<file path="config.mk">
export PLATFORM = sky130hd
export DESIGN_NAME = mem_xfer_buffer
export DESIGN_NICKNAME = d
export VERILOG_FILES = /design/src/rtl/mem_xfer_pkg.sv /design/src/rtl/mem_xfer_ram.sv /design/src/rtl/mem_xfer_buffer.sv
export SDC_FILE = /design/constraint.sdc
export NUM_CORES = 1
export LEC_CHECK = 0
export ABC_CLOCK_PERIOD_IN_PS = 4000
export CAP_MARGIN = 20
export CORE_MARGIN = 1.5
export CORE_UTILIZATION = 55
export CTS_BUF_LIST = sky130_fd_sc_hd__clkbuf_8
export DETAILED_ROUTE_END_ITERATION = 10
export PLACE_DENSITY = 0.85
export SYNTH_ARGS = -nofsm -noshare
export SYNTH_HDL_FRONTEND = slang
export SYNTH_SLANG_ARGS = --single-unit
</file>
<file path="constraint.sdc">
create_clock -name clock -period 4 [get_ports clock]
set_clock_uncertainty 0.15 [all_clocks]
set_input_delay 1.2 -clock clock [delete_from_list [all_inputs] [get_ports clock]]
set_output_delay 1.2 -clock clock [all_outputs]
set_load 0.01 [all_outputs]
</file>
<file path="src/rtl/mem_xfer_pkg.sv">
// Shared types and constants for the memory-transfer buffer.
package mem_xfer_pkg;

    typedef enum logic {
        PH_FILL  = 1'b0,
        PH_DRAIN = 1'b1
    } phase_t;

    localparam int MODE_FIFO  = 0;
    localparam int MODE_BLOCK = 1;

    // Occupancy needs one bit more than the address so that DEPTH itself is representable.
    function automatic int count_w(input int depth);
        return $clog2(depth) + 1;
    endfunction

endpackage

</file>
<file path="src/rtl/mem_xfer_ram.sv">
// Simple dual-port storage: one write port, one registered read port.
module mem_xfer_ram #(
    parameter int WIDTH = 8,
    parameter int DEPTH = 4,
    localparam int AW = $clog2(DEPTH)
) (
    input  logic             clock,
    input  logic             Reset,
    input  logic             wr_en,
    input  logic [AW-1:0]    wr_addr,
    input  logic [WIDTH-1:0] wr_data,
    input  logic             rd_en,
    input  logic [AW-1:0]    rd_addr,
    output logic [WIDTH-1:0] rd_data
);

    logic [WIDTH-1:0] mem [DEPTH];

    // Storage is deliberately never reset; only the read register is.
    always_ff @(posedge clock) begin
        if (wr_en) begin
            mem[wr_addr] <= wr_data;
        end
    end

    always_ff @(posedge clock) begin
        if (!Reset) begin
            rd_data <= '0;
        end else if (rd_en) begin
            rd_data <= mem[rd_addr];
        end
    end

endmodule

</file>
<file path="src/rtl/mem_xfer_buffer.sv">
// Transfer buffer with address counters, occupancy, flags and error pulses; FIFO or fill-then-drain mode.
module mem_xfer_buffer
    import mem_xfer_pkg::*;
#(
    parameter int WIDTH = 8,
    parameter int DEPTH = 4,
    parameter int MODE  = 0,
    localparam int AW = $clog2(DEPTH)
) (
    input  logic             clock,
    input  logic             Reset,
    input  logic             Clear,
    input  logic             WE,
    input  logic [WIDTH-1:0] DataIn,
    input  logic             RE,
    output logic [WIDTH-1:0] DataOut,
    output logic             RValid,
    output logic [AW-1:0]    AddrW,
    output logic [AW-1:0]    AddrR,
    output logic [AW:0]      Count,
    output logic             Full,
    output logic             Empty,
    output logic             Phase,
    output logic             WrErr,
    output logic             RdErr
);

    localparam int CW = count_w(DEPTH);
    localparam logic [CW-1:0] FULL_CNT = CW'(DEPTH);
    localparam logic [CW-1:0] LAST_CNT = CW'(DEPTH - 1);
    localparam logic [CW-1:0] ONE_CNT  = CW'(1);

    phase_t state;
    phase_t state_next;
    logic   fill_en;
    logic   drain_en;
    logic   run;
    logic   wr_ok;
    logic   rd_ok;

    assign Full  = (Count == FULL_CNT);
    assign Empty = (Count == '0);

    // Reset and Clear both suppress any access in their cycle, so no error pulses either.
    assign run   = Reset & ~Clear;
    assign wr_ok = run & WE & ~Full  & fill_en;
    assign rd_ok = run & RE & ~Empty & drain_en;

    always_ff @(posedge clock) begin
        if (!Reset || Clear) begin
            state <= PH_FILL;
        end else begin
            state <= state_next;
        end
    end

    always_comb begin
        state_next = state;
        if (MODE == MODE_BLOCK) begin
            case (state)
                PH_FILL:  if (wr_ok && Count == LAST_CNT) state_next = PH_DRAIN;
                PH_DRAIN: if (rd_ok && Count == ONE_CNT)  state_next = PH_FILL;
                default:  state_next = PH_FILL;
            endcase
        end
    end

    // In FIFO mode both sides are always enabled and the phase reads as FILL.
    always_comb begin
        fill_en  = 1'b1;
        drain_en = 1'b1;
        Phase    = 1'b0;
        if (MODE == MODE_BLOCK) begin
            fill_en  = (state == PH_FILL);
            drain_en = (state == PH_DRAIN);
            Phase    = (state == PH_DRAIN);
        end
    end

    always_ff @(posedge clock) begin
        if (!Reset || Clear) begin
            AddrW  <= '0;
            AddrR  <= '0;
            Count  <= '0;
            RValid <= 1'b0;
            WrErr  <= 1'b0;
            RdErr  <= 1'b0;
        end else begin
            if (wr_ok) begin
                AddrW <= AddrW + 1'b1;
            end
            if (rd_ok) begin
                AddrR <= AddrR + 1'b1;
            end
            Count  <= Count + {{AW{1'b0}}, wr_ok} - {{AW{1'b0}}, rd_ok};
            RValid <= rd_ok;
            WrErr  <= WE & ~wr_ok;
            RdErr  <= RE & ~rd_ok;
        end
    end

    // DataOut lives in the RAM read register: reset clears it, Clear leaves it alone.
    mem_xfer_ram #(
        .WIDTH(WIDTH),
        .DEPTH(DEPTH)
    ) u_ram (
        .clock  (clock),
        .Reset  (Reset),
        .wr_en  (wr_ok),
        .wr_addr(AddrW),
        .wr_data(DataIn),
        .rd_en  (rd_ok),
        .rd_addr(AddrR),
        .rd_data(DataOut)
    );

endmodule

</file>
# Yosys cells after proc, flatten, opt, wreduce, memory -nomap -nowiden
# Memories as Yosys holds them, arrays and structs flattened. A register that Yosys moved wholly into a read port is not among the register bits.
# Cells that the tools add are included.
[op_classes] n_addsub=4 n_eq_ne=1 muxes=2 bitwise_logic=12 n_reduce_logical=4
[ops] cell="$and 1x1->1" n=7
[ops] cell="$not 1->1" n=5
[ops] cell="$add 2x1->2 const B" n=2
[ops] cell="$add 3x1->3" n=1
[ops] cell="$eq 3x3->1 const B" n=1
[ops] cell="$logic_not 3->1" n=1
[ops] cell="$sub 3x1->3" n=1
[ops] cell="$logic_not 1->1" n=2
[ops] cell="$mux 1" n=2
[ops] cell="$logic_or 1x1->1" n=1
[totals] regBits=10 mem_bits_rw=32 in_bits=13 out_inout_bits=21 wordCells=30 memories=1
[memory_table] memory="u_ram.mem" words=4 word_bits=8 read_ports=1 rd_ports_with_merged_regs=1 wr=1 line="mem_xfer_ram.sv:17" rtl="logic [WIDTH-1:0] mem [DEPTH];"

# Logic depth before layout (Yosys ltp)
# Gate-level depths: netlist of run 1.
[logic_depth] word_depth=6 mapped_depth=12 mapped_depth_nobuf=11

# Modules after synthesis
# A second synthesis of run 1 with hierarchy kept.
[hier_totals] cells_unflattened=133 area_unflattened_um2=1944.4
[modules_own_cells] module="mem_xfer_ram" n_inst=1 cells_each=83 area_per_inst_um2=1503.9 seq_area_each_um2=1121.1
[modules_own_cells] module="mem_xfer_buffer" n_inst=1 cells_each=50 area_per_inst_um2=440.4 seq_area_each_um2=200.2

# Worst setup path before layout of run 1
# Ideal clock, no wire load.
[synth_timing] path_type="input-to-reg" startpoint="input Reset" endpoint="register Count[2]" t_arrival_ns=2.856 required_ns=3.732 path_slack_ns=0.876 path_stages=11 cell_sequence="buf_2 nand3b_1 nor2_2 inv_1 ha_1 inv_1 ha_1 fa_1 xnor2_1 xnor2_1 nor2_1"
[synth_via] elab_chain_len=5
[synth_lines] element="from (decl)" line="mem_xfer_buffer.sv:11" rtl="input logic Reset,"
[synth_lines] element="$and 1x1->1" line="mem_xfer_buffer.sv:45" rtl="assign run = Reset & ~Clear;"
[synth_lines] element="$and 1x1->1 (2 in a row)" line="mem_xfer_buffer.sv:46" rtl="assign wr_ok = run & WE & ~Full & fill_en;"
[synth_lines] element="$add 3x1->3" line="mem_xfer_buffer.sv:95" rtl="Count <= Count + {{AW{1'b0}}, wr_ok} - {{AW{1'b0}}, rd_ok};"
[synth_lines] element="$sub 3x1->3" line="mem_xfer_buffer.sv:95"
[synth_lines] element="to (signal assigned)" line="mem_xfer_buffer.sv:95"
[synth_lines] element="to (decl)" line="mem_xfer_buffer.sv:20" rtl="output logic [AW:0] Count,"
# Parallel ways exist; a longest one is shown, timed or not.
# A chain may end at the register's enable or synchronous reset.

# Final worst setup path of run 1
[layout_timing] startpoint="input Clear" endpoint="register Count[2]"
[layout_via] elab_chain_len=6
[layout_lines] element="from (decl)" line="mem_xfer_buffer.sv:12" rtl="input logic Clear,"
[layout_lines] element="$not 1->1" line="mem_xfer_buffer.sv:45"
[layout_lines] element="$and 1x1->1" line="mem_xfer_buffer.sv:45"
[layout_lines] element="$and 1x1->1 (2 in a row)" line="mem_xfer_buffer.sv:46"
[layout_lines] element="$add 3x1->3" line="mem_xfer_buffer.sv:95"
[layout_lines] element="$sub 3x1->3" line="mem_xfer_buffer.sv:95"
# Parallel ways exist; a longest one is shown, timed or not.

==> impl_metrics.csv, run 1 <==
group,metric,value,unit
run_status,run_status,"finished clean",
synthesis,synth.largest_area_cell,"edfxtp_1",
worst_setup_path,end_kind,"flop",
finish,nets,192,
clock_tree,cts_hold_buf,0,
finish,n_antenna_cell,0,
worst_setup_path,cp.required,4.05,ns
clock_tree,cts_buffer_depth,2,
placed_design,gp_congestion,0.792,
power_and_ir_drop,combPwrFrac,4.5,%
power_and_ir_drop,power.leakage,0.844,nW
clock_tree,clk_latency,0.30,ns
clock_tree,cts_setup_buffers,0,
clock_tree,numCtsBuffers,5,
worst_setup_path,crit_type,"primary input to flop",
worst_setup_path,reg2reg_slack,1.38,ns
worst_setup_path,start_kind,"primary input",
clock_tree,clockRootBuffer,"clkbuf_8",
finish,regArea,0.00132,mm^2
clock_tree,cts_resized,0,
clock_tree,path_clk_slew,0.09,ns
timing,tightestPinTransition,0.642,ns
drt,drc,0,
synthesis,ys.flop_type,"edfxtp_1",
floorplanning,initial_utilization,58.7,%
worst_setup_path,crit_family,"adder cells",
power_and_ir_drop,finalPower,0.898,mW
run,cap_violations,0,
timing,finalSetupTns,0,ns
drt,drtAntennaViolNets,0,
drt,finalWirelength,3100,um
timing,hold_violations,0,
synthesis,synth_edf_count,32,
power_and_ir_drop,vdd_ir_drop_max,0.320,mV
power_and_ir_drop,power.internal,0.716,mW
worst_setup_path,critPathSlowestCell,"clkdlybuf4s50_1",
grt,antenna_found_initial,0,
worst_setup_path,crit_end,"Count[2]",
worst_setup_path,worstPathMaxFanout,6,
synthesis,syn_inst,138,
drt,drt-vias-per-instance,5.17,
clock_tree,clock-sinks,50,
grt,grt_pass1_vias,1082,
power_and_ir_drop,power_switching,0.182,mW
worst_setup_path,worst_r2r_endpoint,"Count[2]",
placed_design,dp_hpwl,2310,um
grt,grt_pass1_wl,5300,um
timing,fin_crit,3.32,ns
floorplanning,core_region_area,0.00342,mm^2
drt,dr.first_iter.drc_count,74,
synthesis,synth_cell_types,30,
clock_tree,cts_tree,"yes",
worst_setup_path,crit_start,"Clear",
synthesis,yosysSeqAreaShare,65.9,%
drt,top_layer,"met4",
placed_design,post_dp_cell_area,0.00235,mm^2
drt,vias,1133,
finish,multi_input_area,599,um^2
floorplanning,pin_count,34,
worst_setup_path,worstReg2RegStart,"Count[2]",
finish,areaGrowthSynthToFinish,22.0,%
worst_setup_path,worst-path-buf-inv,3,
drt,dr_wl_met2,1480,um
finish,layout-drive-gt1-share,13.3,%
synthesis,ys_ff_latch,50,
timing,maxSlewViolCount,0,
finish,n_fill_cell,237,
grt,grt_max_degree,17,
drt,dr.pass1.iters,4,
worst_setup_path,cp.arrival,3.36,ns
floorplanning,die_area,0.00402,mm^2
timing,fmax,302,MHz
synthesis,avgSynthCellArea,14.5,um^2
synthesis,synth_commonest_cells,"32 x edfxtp_1, 18 x dfxtp_1, 11 x nand3_1",
drt,met3_length,137,um
worst_setup_path,max_stage_delay,0.47,ns
synthesis,synth_top_area_share,47.9,%
synthesis,yosysMostFrequentCell,"edfxtp_1",
floorplanning,die_y,63.4,um
worst_setup_path,crit_chain,"clkdlybuf4s50_1 -> nand3b_1 -> nor2_2 -> inv_1 -> ha_1 -> inv_1 -> ha_1 -> fa_1 -> xnor2_1 -> xnor2_1 -> nor2_1",
synthesis,syn-num-nets,158,
synthesis,yosys_warnings,0,
timing,fin_crit_sh,82.9,%
drt,wl_per_cell,14.1,um
synthesis,syn_area,0.00201,mm^2
placed_design,io_buffers,32,
timing,rsz0062_at_grt,"false",
power_and_ir_drop,p_seq_share,61.7,%
worst_hold_path,hold_path.class,"flop to flop",
synthesis,synth_area_leaders,"edfxtp_1 48%, dfxtp_1 18%, mux4_2 9.0%, ha_1 3.7%, nand3_1 2.7%",
power_and_ir_drop,cellPowerDensity,367,mW/mm^2
synthesis,async_flop_share,0,%
finish,final_area,0.00245,mm^2
drt,wl_met1,1420,um
grt,grt-ovfl-total,0,
floorplanning,core.rowCount,21,
grt,grt_usage,17.9,%
timing,slew_headroom,57.2,%
power_and_ir_drop,power.share.clock,33.7,%
floorplanning,dieWidth,63.4,um
clock_tree,cts-htree-levels,2,
timing,setup_viol,0,
worst_setup_path,critical_path_cell_count,11,
worst_setup_path,r2r_cells,10,
power_and_ir_drop,switching_share,20.2,%
[worst register-to-register path: stages (launching register included)]
cell	delay, ns
dfxtp_1	0.35
or3_1	0.55
inv_2	0.16
nor2_2	0.06
ha_1	0.27
inv_1	0.04
ha_1	0.19
fa_1	0.40
xnor2_1	0.18
xnor2_1	0.13
nor2_1	0.05
[state kept, by name, indices dropped and copies added (netlist names)]
signal         cells
WrErr              1
Count              3
u_ram.rd_data      8
u_ram.mem         32
AddrR              2
RValid             1
RdErr              1
AddrW              2
[through the flow]
| stage | setup slack (ns) | hold WS, ns | utilization, % | std cells |
|---|---|---|---|---|
| after floorplan | 0.876 | 0.323 | - | 138 |
| after global placement | 0.411 | 0.291 | 68.8 | 211 |
| after detailed placement | 0.348 | 0.293 | 68.8 | 211 |
| after CTS | 0.661 | 0.305 | 71.6 | 219 |
| after global routing | 0.540 | 0.322 | 71.6 | 219 |
| final | 0.685 | 0.302 | 71.6 | 219 |
[cell usage in the layout, fill, tap and decap left out]
cell              n
or3b_1            1
inv_2             1
conb_1            1
ha_1              6
inv_6             1
or3_1             2
nand2b_1          1
clkbuf_8          6
clkinvlp_4        1
nand3_1          11
and3_1            4
dfxtp_1          18
clkinv_4          1
o21ai_0           2
fa_1              1
nor2b_1           1
nand3b_1          2
a21oi_1           2
mux2i_1           1
nor2_2            2
buf_4             2
and2_1            2
o31ai_2           1
o21ai_1           8
nor2_1            4
and3b_1           2
clkdlybuf4s50_1  32
inv_1             6
xnor2_1           2
nand2_1           9
edfxtp_1         32
mux4_2            8
[cell type report]
| type | instances | share of cell area (%) |
|---|---|---|
| Clock buffer | 6 | 3.37 |
| Inverter | 8 | 1.43 |
| Multi-Input combinational cell | 73 | 24.5 |
| Clock inverter | 2 | 0.665 |
| Timing Repair Buffer | 34 | 13.7 |
| Sequential cell | 50 | 54.0 |
| Tap cell | 46 | 2.35 |
[worst min-delay path by stage]
| stage | startpoint | endpoint | slack [ns] | cells past startpoint |
|---|---|---|---|---|
| after CTS | u_ram.rd_data[3] | u_ram.rd_data[3] | 0.30 | 2 |
| after global routing | u_ram.rd_data[3] | u_ram.rd_data[3] | 0.32 | 2 |
| after global placement | u_ram.rd_data[3] | u_ram.rd_data[3] | 0.29 | 2 |
| final | u_ram.rd_data[3] | u_ram.rd_data[3] | 0.30 | 2 |
| after floorplan | u_ram.rd_data[0] | u_ram.rd_data[0] | 0.32 | 2 |
| after detailed placement | u_ram.rd_data[3] | u_ram.rd_data[3] | 0.29 | 2 |
[kinds of logic (layout without fill, tap and decap cells)]
logic type,count (synthesis),after routing,share of synthesized area (%)
AOI/OAI and AO/OA,13,13,3.62
DFF,50,50,65.9
other,1,1,0.187
adders and majority gates,7,7,4.74
muxes,9,9,9.48
buffers and inverters,15,50,4.24
xor gates and xnor gates,2,2,0.874
and+or+nand+nor,41,41,11.0
[routing by layer]
layer | track usage [%] | vias to the layer above
li1 | - | 562
met1 | 23.6 | 538
met2 | 27.9 | 28
met3 | 5.00 | 5
met4 | 8.15 | 0
met5 | 0 | -
[power groups by stage]
stage	clock network, mW	logic [mW]	registers, mW
floorplan	0	0.0172	0.567
global placement	0	0.0395	0.566
detailed placement	0	0.0409	0.566
CTS	0.312	0.0411	0.554
global route	0.335	0.0451	0.555
finish	0.303	0.0408	0.554
Power figures use the tool's default switching activity.
==> inputs of run 2 (changes only) <==
- ABC_CLOCK_PERIOD_IN_PS: 4000 -> 3000
- CORE_UTILIZATION: 55 -> 49
- PLACE_DENSITY: 0.85 -> 0.81
- clock period: 4 -> 3 ns (I/O delays scaled with it)
==> impl_metrics.csv, run 2 (synthesized netlist as in run 1, its figures left out) <==
group,metric,value,unit
worst_setup_path,crit_family,"buffers and inverters",
drt,drt-vias-per-instance,5.29,
grt,grt_usage,18.3,%
worst_setup_path,start_kind,"flop",
clock_tree,path_clk_slew,0.09,ns
finish,final_common_cell,"edfxtp_1",
placed_design,preCtsSetupSlack,-0.326,ns
worst_setup_path,crit_type,"flop to output pin",
grt,grt_max_degree,17,
drt,drc,0,
timing,fin_crit_sh,97.8,%
floorplanning,initial_utilization,50.5,%
finish,nets,201,
timing,fin_crit,2.93,ns
floorplanning,core_region_area,0.00397,mm^2
clock_tree,cts_tree,"yes",
power_and_ir_drop,finalPower,1.28,mW
finish,final_cell_mix,"32 x edfxtp_1, 30 x clkdlybuf4s50_1, 18 x dfxtp_1",
clock_tree,clock-sinks,50,
finish,largest_register,"u_ram.mem",
placed_design,io_buffers,32,
worst_setup_path,worstPathMaxFanout,8,
timing,setup_viol,0,
power_and_ir_drop,power.leakage,0.920,nW
worst_setup_path,max_stage_delay,0.54,ns
worst_setup_path,worst-path-buf-inv,2,
worst_setup_path,end_kind,"output pin",
clock_tree,cts_buffer_depth,2,
grt,antenna_found_initial,0,
drt,finalWirelength,3640,um
worst_setup_path,critPathSlowestCell,"clkdlybuf4s50_1",
clock_tree,clockRootBuffer,"clkbuf_8",
worst_hold_path,whs_path_depth,2,
drt,drtAntennaViolNets,0,
floorplanning,die_area,0.00449,mm^2
grt,grt-ovfl-total,0,
grt,grt_pass1_wl,5670,um
finish,largest_reg_flops,32,
worst_hold_path,hold_path.class,"flop to flop",
timing,hold_violations,0,
finish,reg.largest.list,"u_ram.mem x32, u_ram.rd_data x8, Count x3",
drt,wl_per_cell,15.7,um
floorplanning,die_y,67.0,um
power_and_ir_drop,vdd_ir_drop_max,0.318,mV
finish,areaGrowthSynthToFinish,27.8,%
finish,n_antenna_cell,0,
clock_tree,numCtsBuffers,5,
timing,fmax,341,MHz
floorplanning,core.rowCount,23,
drt,dr.pass1.iters,4,
timing,finalSetupTns,0,ns
worst_setup_path,cp.arrival,1.88,ns
power_and_ir_drop,cellPowerDensity,499,mW/mm^2
worst_setup_path,cp.required,1.95,ns
timing,maxSlewViolCount,0,
placed_design,dp_hpwl,2520,um
timing,timing.hold.ws,0.302,ns
run,cap_violations,0,
run_status,run_status,"finished clean",
floorplanning,pin_count,34,
drt,dr.first_iter.drc_count,74,
placed_design,gp_congestion,0.827,
floorplanning,dieWidth,67.0,um
clock_tree,clk_latency,0.31,ns
timing,rsz0062_at_grt,"false",
finish,final_cells,232,
clock_tree,cts-htree-levels,2,
worst_setup_path,r2r_cells,11,
finish,layout-drive-gt1-share,19.8,%
timing,fin_ws,0.0669,ns
placed_design,dp_cells,223,
grt,grt_pass1_vias,1151,
worst_setup_path,critical_path_cell_count,3,
worst_setup_path,crit_chain,"or3b_1 -> clkinv_4 -> clkdlybuf4s50_1",
drt,vias,1228,
run 2: changes by cell type in the layout (fill, tap and decap cells not counted), moves of 2 or more:
| cell | change |
|---|---|
| dlymetal6s2s_1 | +2 |
| clkdlybuf4s50_1 | -2 |
| ha_1 | -2 |
| buf_4 | +9 |
run 2: routing by layer:
metal | GRT usage [%] | vias to the layer above | share of wire [%]
met5 | 0 | - | 0
met4 | 7.65 | 0 | 1.8
met3 | 5.57 | 6 | 3.9
met2 | 31.0 | 37 | 52
met1 | 21.7 | 602 | 42
li1 | - | 583 | -
run 2: layout make-up:
class	instances	area (um^2)
Fill cell	276	1410
Sequential cell	50	1320
Multi-Input combinational cell	73	624
Timing Repair Buffer	43	408
Clock buffer	5	68.8
Tap cell	50	62.6
Clock inverter	3	43.8
Inverter	8	35.0
run 2: worst reg2reg max path, cell delays in order, from the launching register on:
cell and delay (ns):
dfxtp_1 0.43, or3b_1 0.34, clkinv_4 0.09, nor2_2 0.10, inv_1 0.08, ha_4 0.26
inv_1 0.03, ha_2 0.16, fa_2 0.35, xnor2_2 0.20, xnor2_1 0.17, nor2_1 0.06
run 2: where the power goes:
part           leakage (nW)  switching [mW]  internal [mW]  total (mW)
clock network        0.0585           0.226          0.250       0.476
registers             0.434         0.00268          0.737       0.739
logic                 0.428          0.0294         0.0335      0.0629
total                 0.920           0.259           1.02        1.28
run 2: worst paths after layout:
check | endpoint | slack (ns) | startpoint
worst max-delay path | Full | 0.07 | Count[2]
worst min-delay path | u_ram.rd_data[2] | 0.30 | u_ram.rd_data[2]
worst max register to register | Count[2] | 0.48 | Count[1]
worst min register to register | u_ram.rd_data[2] | 0.30 | u_ram.rd_data[2]
run 2: through the flow:
step	cell area, um^2	util (%)
after floorplan	2010	-
after global placement	2410	60.8
after detailed placement	2410	60.8
after CTS	2540	64.1
after global routing	2560	64.6
final	2560	64.6
run 2: what timing repair did:
action | in CTS | in global routing
buffers inserted | 1 | 0
hold buffers | 0 | 0
gates resized for setup | 2 | 4
setup endpoints to repair | 1 | 1
pin swaps | 1 | 5
==> inputs of run 3 (changes only) <==
- CTS_CLUSTER_DIAMETER: not set -> 200
==> results of run 3 <==
Same layout as run 2: the final DEF is identical, and so are final timing and power.
